**src/rtl/cgra_rf_pkg.sv**
```systemverilog
// cgra_rf_pkg: shared FSM states, writeback tag and address-width helper for cgra_rf_seq
package cgra_rf_pkg;
  typedef enum logic [1:0] {IDLE, ISSUE, DRAIN, DONE} state_t;
  localparam int TID_W = 8;
  typedef struct packed {
    logic valid;
    logic [TID_W-1:0] tid;
  } wb_tag_t;
  function automatic int addr_w(input int threads, input int ports);
    return $clog2(threads * ports);
  endfunction
endpackage

```
**src/rtl/cgra_rf_seq_wb_tag_delay.sv**
```systemverilog
// wb_tag_delay: shift register of writeback tags with a programmable retire tap
module wb_tag_delay
  import cgra_rf_pkg::*;
#(
  parameter int DEPTH = 64,
  parameter int LAT_W = 7
) (
  input  logic             clk,
  input  logic             rst,
  input  logic             clr,
  input  wb_tag_t          tag,
  input  logic [LAT_W-1:0] lat,
  output wb_tag_t          tap
);
  localparam int IW = $clog2(DEPTH);
  wb_tag_t line [DEPTH];
  always_ff @(posedge clk or posedge rst)
    if (rst) begin
      for (int i = 0; i < DEPTH; i++) line[i] <= '0;
    end else begin
      line[0] <= clr ? '0 : tag;
      for (int i = 1; i < DEPTH; i++) line[i] <= clr ? '0 : line[i-1];
    end
  // lat is already clamped to 1..DEPTH by the caller
  assign tap = line[IW'(lat - 1'b1)];
endmodule

```
**src/rtl/cgra_rf_seq.sv**
```systemverilog
// cgra_rf_seq: streams per-thread operands to the CGRA and collects delayed results
module cgra_rf_seq
  import cgra_rf_pkg::*;
#(
  parameter int NUM_PORTS   = 4,
  parameter int WIDTH       = 32,
  parameter int NUM_THREADS = 16,
  parameter int MAX_WB_LAT  = 64
) (
  input  logic                                         clk,
  input  logic                                         rst,
  input  logic                                         clr,
  input  logic                                         start,
  input  logic [$clog2(NUM_THREADS):0]                 thread_count,
  input  logic [$clog2(MAX_WB_LAT):0]                  wb_latency,
  output logic                                         busy,
  output logic                                         done,
  input  logic                                         host_we,
  input  logic [addr_w(NUM_THREADS, NUM_PORTS)-1:0]    host_addr,
  input  logic [WIDTH-1:0]                             host_wdata,
  output logic [WIDTH-1:0]                             host_rdata,
  output logic                                         rf_rvalid,
  output logic [NUM_PORTS*WIDTH-1:0]                   rf_rdata,
  input  logic [NUM_PORTS*WIDTH-1:0]                   rf_wdata
);
  localparam int CW = $clog2(NUM_THREADS) + 1;
  localparam int LW = $clog2(MAX_WB_LAT) + 1;
  localparam int AW = addr_w(NUM_THREADS, NUM_PORTS);
  state_t                     state;
  logic [CW-1:0]              cnt, cnt_in, issue_ptr, retire_cnt;
  logic [LW-1:0]              lat, lat_in;
  logic [TID_W-1:0]           tid_q;
  logic [WIDTH-1:0]           op_mem  [NUM_THREADS*NUM_PORTS];
  logic [WIDTH-1:0]           res_mem [NUM_THREADS*NUM_PORTS];
  logic [NUM_PORTS*WIDTH-1:0] op_word;
  wb_tag_t                    tag_in, tap;
  logic                       retire;
  assign cnt_in = thread_count > CW'(NUM_THREADS) ? CW'(NUM_THREADS) : thread_count;
  assign lat_in = wb_latency == '0 ? LW'(1) :
                  wb_latency > LW'(MAX_WB_LAT) ? LW'(MAX_WB_LAT) : wb_latency;
  assign retire = tap.valid && !clr;
  // the tag follows the registered operand word, so the tap lines up with the round trip
  assign tag_in = '{valid: rf_rvalid, tid: tid_q};
  always_comb begin
    op_word = '0;
    for (int p = 0; p < NUM_PORTS; p++)
      op_word[p*WIDTH +: WIDTH] = op_mem[AW'(int'(issue_ptr) * NUM_PORTS + p)];
  end
  wb_tag_delay #(.DEPTH(MAX_WB_LAT), .LAT_W(LW)) u_dly (
    .clk(clk), .rst(rst), .clr(clr), .tag(tag_in), .lat(lat), .tap(tap)
  );
  always_ff @(posedge clk) begin
    if (host_we && !clr && (state == IDLE || state == DONE)) op_mem[host_addr] <= host_wdata;
    if (retire)
      for (int p = 0; p < NUM_PORTS; p++)
        res_mem[AW'(int'(tap.tid) * NUM_PORTS + p)] <= rf_wdata[p*WIDTH +: WIDTH];
  end
  // issue_ptr rests at 0 in IDLE so the start edge already presents thread 0
  always_ff @(posedge clk or posedge rst)
    if (rst) begin
      state      <= IDLE;
      busy       <= 1'b0;
      done       <= 1'b0;
      rf_rvalid  <= 1'b0;
      rf_rdata   <= '0;
      tid_q      <= '0;
      issue_ptr  <= '0;
      retire_cnt <= '0;
      cnt        <= '0;
      lat        <= LW'(1);
      host_rdata <= '0;
    end else begin
      host_rdata <= res_mem[host_addr];
      if (clr) begin
        state     <= IDLE;
        busy      <= 1'b0;
        done      <= 1'b0;
        rf_rvalid <= 1'b0;
        issue_ptr <= '0;
      end else begin
        done      <= 1'b0;
        rf_rvalid <= 1'b0;
        if (retire) retire_cnt <= retire_cnt + 1'b1;
        case (state)
          IDLE: if (start) begin
            cnt        <= cnt_in;
            lat        <= lat_in;
            retire_cnt <= '0;
            if (cnt_in == '0) begin
              state <= DONE;
              done  <= 1'b1;
            end else begin
              state     <= ISSUE;
              busy      <= 1'b1;
              rf_rvalid <= 1'b1;
              rf_rdata  <= op_word;
              tid_q     <= '0;
              issue_ptr <= CW'(1);
            end
          end
          ISSUE: if (issue_ptr == cnt) state <= DRAIN;
          else begin
            rf_rvalid <= 1'b1;
            rf_rdata  <= op_word;
            tid_q     <= TID_W'(issue_ptr);
            issue_ptr <= issue_ptr + 1'b1;
          end
          DRAIN: if (retire && retire_cnt + 1'b1 == cnt) begin
            state <= DONE;
            busy  <= 1'b0;
            done  <= 1'b1;
          end
          default: begin
            state     <= IDLE;
            issue_ptr <= '0;
          end
        endcase
      end
    end
endmodule

```
**config.mk**
```make
export PLATFORM = sky130hd
export DESIGN_NAME = cgra_rf_seq
export DESIGN_NICKNAME = d
export VERILOG_FILES = /design/src/rtl/cgra_rf_pkg.sv /design/src/rtl/cgra_rf_seq_wb_tag_delay.sv /design/src/rtl/cgra_rf_seq.sv
export SDC_FILE = /design/constraint.sdc
export NUM_CORES = 2
export LEC_CHECK = 0
export BUFFER_PORTS_ARGS = -buffer_cell sky130_fd_sc_hd__buf_2
export CORE_MARGIN = 10
export CORE_UTILIZATION = 42
export DETAILED_ROUTE_END_ITERATION = 10
export GPL_ROUTABILITY_DRIVEN = 0
export PLACE_DENSITY = 0.57
export SLEW_MARGIN = 40
export SYNTH_ARGS = -nofsm -noshare
export SYNTH_HDL_FRONTEND = slang
export SYNTH_SLANG_ARGS = --single-unit
```
**constraint.sdc**
```tcl
create_clock -name clk -period 42.6 [get_ports clk]
set_clock_uncertainty 0.2 [all_clocks]
set_input_delay 8.52 -clock clk [delete_from_list [all_inputs] [get_ports clk]]
set_output_delay 8.52 -clock clk [all_outputs]
set_load 0.01 [all_outputs]
```
# [After elaboration in Yosys (flattened, before gate mapping)]
# Memory sizes are Yosys's and may differ from the RTL's. A register that Yosys moved wholly into a read port is not among the register bits.
# Cells that the tools add are included.
[word_totals] reg_bits=738 latchBits=0 ram_bits=4096 rom_bits=0 out_inout_bits=163 n_memories=2
[memory_table] name="op_mem" depth=64 word_bits=32 read_ports=4 rd_ports_with_merged_regs=0 wr=1 line="cgra_rf_seq.sv:33" rtl="logic [WIDTH-1:0] op_mem [NUM_THREADS*NUM_PORTS];"
[memory_table] name="res_mem" depth=64 word_bits=32 read_ports=1 rd_ports_with_merged_regs=1 wr=4 line="cgra_rf_seq.sv:34" rtl="logic [WIDTH-1:0] res_mem [NUM_THREADS*NUM_PORTS];"
[classes] add_sub_neg=9 mul=0 n_div=0 n_lt_le_gt_ge=3 eq_ne=14 n_shift=0 mux=111 bitwise_logic=2 n_reduce_logical=16
[op_table] cell="$mux W9" count=66
[op_table] cell="$mux W128" count=3
[op_table] cell="$pmux W128 S2" count=1
[op_table] cell="$bmux W9 S6" count=1
[op_table] cell="$mux W5" count=8
[op_table] cell="$add A6 B2 Y6 const B" count=4
[op_table] cell="$mux W8" count=3
[op_table] cell="$mux W1" count=16
[op_table] cell="$pmux W8 S2" count=1
[op_table] cell="$ne A3 B3 Y1 const B" count=5
[op_table] cell="$pmux W5 S3" count=1
[op_table] cell="$add A6 B1 Y6 const B" count=2
[op_table] cell="$mux W6" count=2
[op_table] cell="$add A5 B1 Y5 const B" count=2
[op_table] cell="$eq A5 B5 Y1" count=2
[op_table] cell="$mux W2" count=5
[op_table] cell="$ne A2 B2 Y1 const B" count=4
[op_table] cell="$reduce_and A4 Y1" count=2
[op_table] cell="$ge A7 B7 Y1 const B" count=1
[op_table] cell="$gt A7 B7 Y1 const B" count=1
[op_table] cell="$logic_not A7 Y1" count=1
[op_table] cell="$not A6 Y7" count=1
[op_table] cell="$pmux W1 S2" count=3
[op_table] cell="$pmux W2 S3" count=1
[op_table] cell="other kinds (14)" count=19

# [Logic depth before layout (Yosys ltp)]
[depth] depth_word=10 depth_mapped=14

# [Hierarchy]
# Synthesis repeated with hierarchy kept, for this count alone.
[unflattened] hier_cells=9770 area_unflattened_um2=186558.9
[by_module_without_submodules] mod="cgra_rf_seq" n_inst=1 cells_per_inst=8221 area_each_um2=163419.2 seq_area_each_um2=127803.8
[by_module_without_submodules] mod="wb_tag_delay" n_inst=1 cells_per_inst=1549 area_each_um2=23139.7 seq_area_each_um2=14413.8

# [Worst setup path after synthesis]
# OpenSTA, ideal clock, no wires.
[synth_timing] kind="input -> register" start="input port clr" end="memory res_mem[32][0] (enable)" setup_ps=929 t_arrival_ps=21405 required_ps=41471 slack_ps=20066 stages=4 path_buffers=1 path_cell_list="a311o_1 o31a_1 buf_2 nor4_1"
[synth_rtl] element="from (decl)" line="cgra_rf_seq.sv:12" rtl="input logic clr,"
[synth_rtl] element="to (decl)" line="cgra_rf_seq.sv:34"

==> reports/results.ini <==
[clocking]
cts-buffers-inserted=462
cts_resized=0
clkLatencyLatePin_ns=0.99
tritoncts=done
clk_path_buf_depth=4
post_cts.repair.setup_buffers=0
postCtsHoldBufs=0
path_clk_slew_ns=0.06
cts_num_sinks=4606
htree_num_levels=5
cts_root_buffer=clkbuf_16

[global_routing]
grt_pass1_wl_um=640000
grt_max_degree=157
grt_antenna_before_repair=82
gr-total-overflow=0
first_global_vias=87953
grtUsageTotal=0.201

[critical_path]
reg2reg_slack_ns=35.83
critical_path_required_ns=43.29
reg2reg_from=lat[0]$_DFFE_PP1P_
arrival_ns=12.88
r2r-end=res_mem[7][19]$_DFFE_PP_
max_stage_delay_ns=0.71
crit_chain=buf_2 -> and3b_4 -> buf_4 -> buf_4 -> buf_4 -> buf_4 -> a22o_1 -> a221oi_1 -> a31oi_1 -> nor4_1 -> nand3_1
cp-end-kind=register
crit_end=host_rdata[26]$_DFF_PP0_
reg2regPathDepth=11
crit_slowest_cell=buf_4
crit_start=host_addr[0]
critPathLaunchType=input pin
crit_type=in -> reg
crit_path_frequent_cell=buf_4
path_max_fanout=51

[sta]
slew_headroom=0.346
post-route-min-period_ns=12.19
fmax_ghz=0.0820
final-setup-viol-count=0
period_share=0.286
hold_viol=0
tightest_slew_ns=0.982
final_max_slew_viol_count=0
hold_slack_ns=0.277
grt_setup_unrepaired=no
setup_tns_ns=0

[logic_synthesis]
synthCells=7989
synth_seq_cells=4606
synth_seq_area_share=0.799
yosysUniqueCellTypes=65
async_reset_ff_frac=0.111
synth_edf_count=4096
synth_nets=8179
yosysTopAreaCell=edfxtp_1
synth.most_common_cell=edfxtp_1
synth_flop_cell=edfxtp_1
synth_area_leaders=edfxtp_1, mux4_2, dfrtp_1
synthesis.area_um2=170000
syn_avg_cell_area_um2=21.3
netlist.area_leader.share=0.724
yosysWarnings=0
yosys-top-cells-count=edfxtp_1, mux4_2, a22oi_1

[placed_design]
portBuffers=345
dp_hpwl_um=231000

[drt]
viasPerCell=5.88
drt.antenna.violating_nets=0
drt_iter0_markers=9077
drc_errors=0
drt_wl_total_um=445000
vias=84675
first_pass_iters=5
wire_per_inst_um=30.9

[final_layout]
layout-drive-gt1-share=0.251
fin_nets=8741
areaGrowthSynthToFinish_pct=14.8

[die]
rows=233
num_io_pins=346
initial_utilization=0.422
core_area_um2=403000
die_x_um=656
die-area_um2=431000
die_y_um=656

[min_path]
hp-class=reg -> reg

[status]
status=complete, no violations

[power_and_ir_drop]
power_density_nw_per_um2=53.8
max-vdd-ir-drop_v=0.0000590
power_leakage_nw=62.0

[flow_run]
max-cap-violations=0

[cell type report]
cell class              count  area [µm²]
diodes                     48         120
clock buffers             634       12700
clock inverters           237        2320
fillers                 32689      208000
inverters                   9        46.3
multi-input cells        2884       33000
flip-flops and latches   4606      136000
well taps                5405        6760
repair buffers            588        4320
[worst min path at each step]
stage | startpoint | end | slack, ns | cells after the start
after CTS | tid_q[3]$_DFFE_PP0P_ | tid_q[3]$_DFFE_PP0P_ | 0.28 | 2
final | u_dly.line[327]$_DFF_PP0_ | u_dly.line[318]$_DFF_PP0_ | 0.28 | 1
after global placement | tid_q[3]$_DFFE_PP0P_ | tid_q[3]$_DFFE_PP0P_ | 0.26 | 2
after floorplan | tid_q[0]$_DFFE_PP0P_ | tid_q[0]$_DFFE_PP0P_ | 0.24 | 2
after global routing | tid_q[3]$_DFFE_PP0P_ | tid_q[3]$_DFFE_PP0P_ | 0.30 | 2
after detailed placement | tid_q[3]$_DFFE_PP0P_ | tid_q[3]$_DFFE_PP0P_ | 0.27 | 2
[power by group]
group	switching (W)	internal [W]	total (W)	leakage, nW
clock	0.00170	0.00230	0.00400	7.32
combinational	0.000745	0.000609	0.00135	11.1
sequential	0.000102	0.00505	0.00515	43.6
total	0.00255	0.00795	0.0105	62.0
[cells in the final DEF (no fill, tap or decap), types with 69 or more instances in the layout]
master     count
a221oi_1     194
mux2_2       130
mux4_2       737
clkbuf_16    465
a22o_1       194
a31oi_1      196
nor2b_1      320
clkbuf_1     126
dfrtp_1      505
edfxtp_1    4096
clkinv_2      81
a21oi_1       69
a22oi_1      637
nor2_4        74
buf_4        161
clkinv_1      80
buf_2        341
[stage by stage]
step	instance area, µm²	cells	setup slack, ns	utilization	total power, W
CTS	195000	14357	30.13	0.483	0.0106
finish	195000	14411	30.41	0.484	0.0105
global placement	179000	13470	28.73	0.445	0.00660
detailed placement	180000	13486	29.10	0.446	0.00663
floorplan	170000	7989	19.64	-	0.00609
global route	195000	14382	30.34	0.484	0.0109
[worst max-delay path: cells and delay by family]
family          cells  cell delay (ns)
compound gates      3             0.53
buf+inv             5             2.73
simple gates        3             0.90
[layer usage]
layer  global-route usage  wire (µm)  vias up
li1                     -          -    34898
met1                0.271     180000    45838
met2                0.339     221000     3220
met3               0.0352      32000      695
met4               0.0519      12300       24
met5                    0        138        -
[kinds of logic (layout without fill, tap and decap cells)]
family / after synthesis / in the layout / share of synthesized area
AND/OR/NAND/NOR: 651 / 651 / 0.0220
flip-flops: 4606 / 4606 / 0.799
buffers and inverters: 499 / 1468 / 0.0113
adder cells (fa/ha/maj): 7 / 7 / 0.000515
other: 0 / 48 / 0
multiplexers: 878 / 878 / 0.107
AO/OA/AOI/OAI: 1330 / 1330 / 0.0590
XOR/XNOR: 18 / 18 / 0.000928
[registers in the layout, indices dropped and copies added, names as in the netlist]
name and flops:
op_mem 2048, state 2, lat 6, rf_rdata 128, cnt 5, busy 1, done 1, host_rdata 32
issue_ptr 5, retire_cnt 5, rf_rvalid 1, res_mem 2048, u_dly.line 320, tid_q 4
Note: power is estimated with default switching activity, not from simulation.
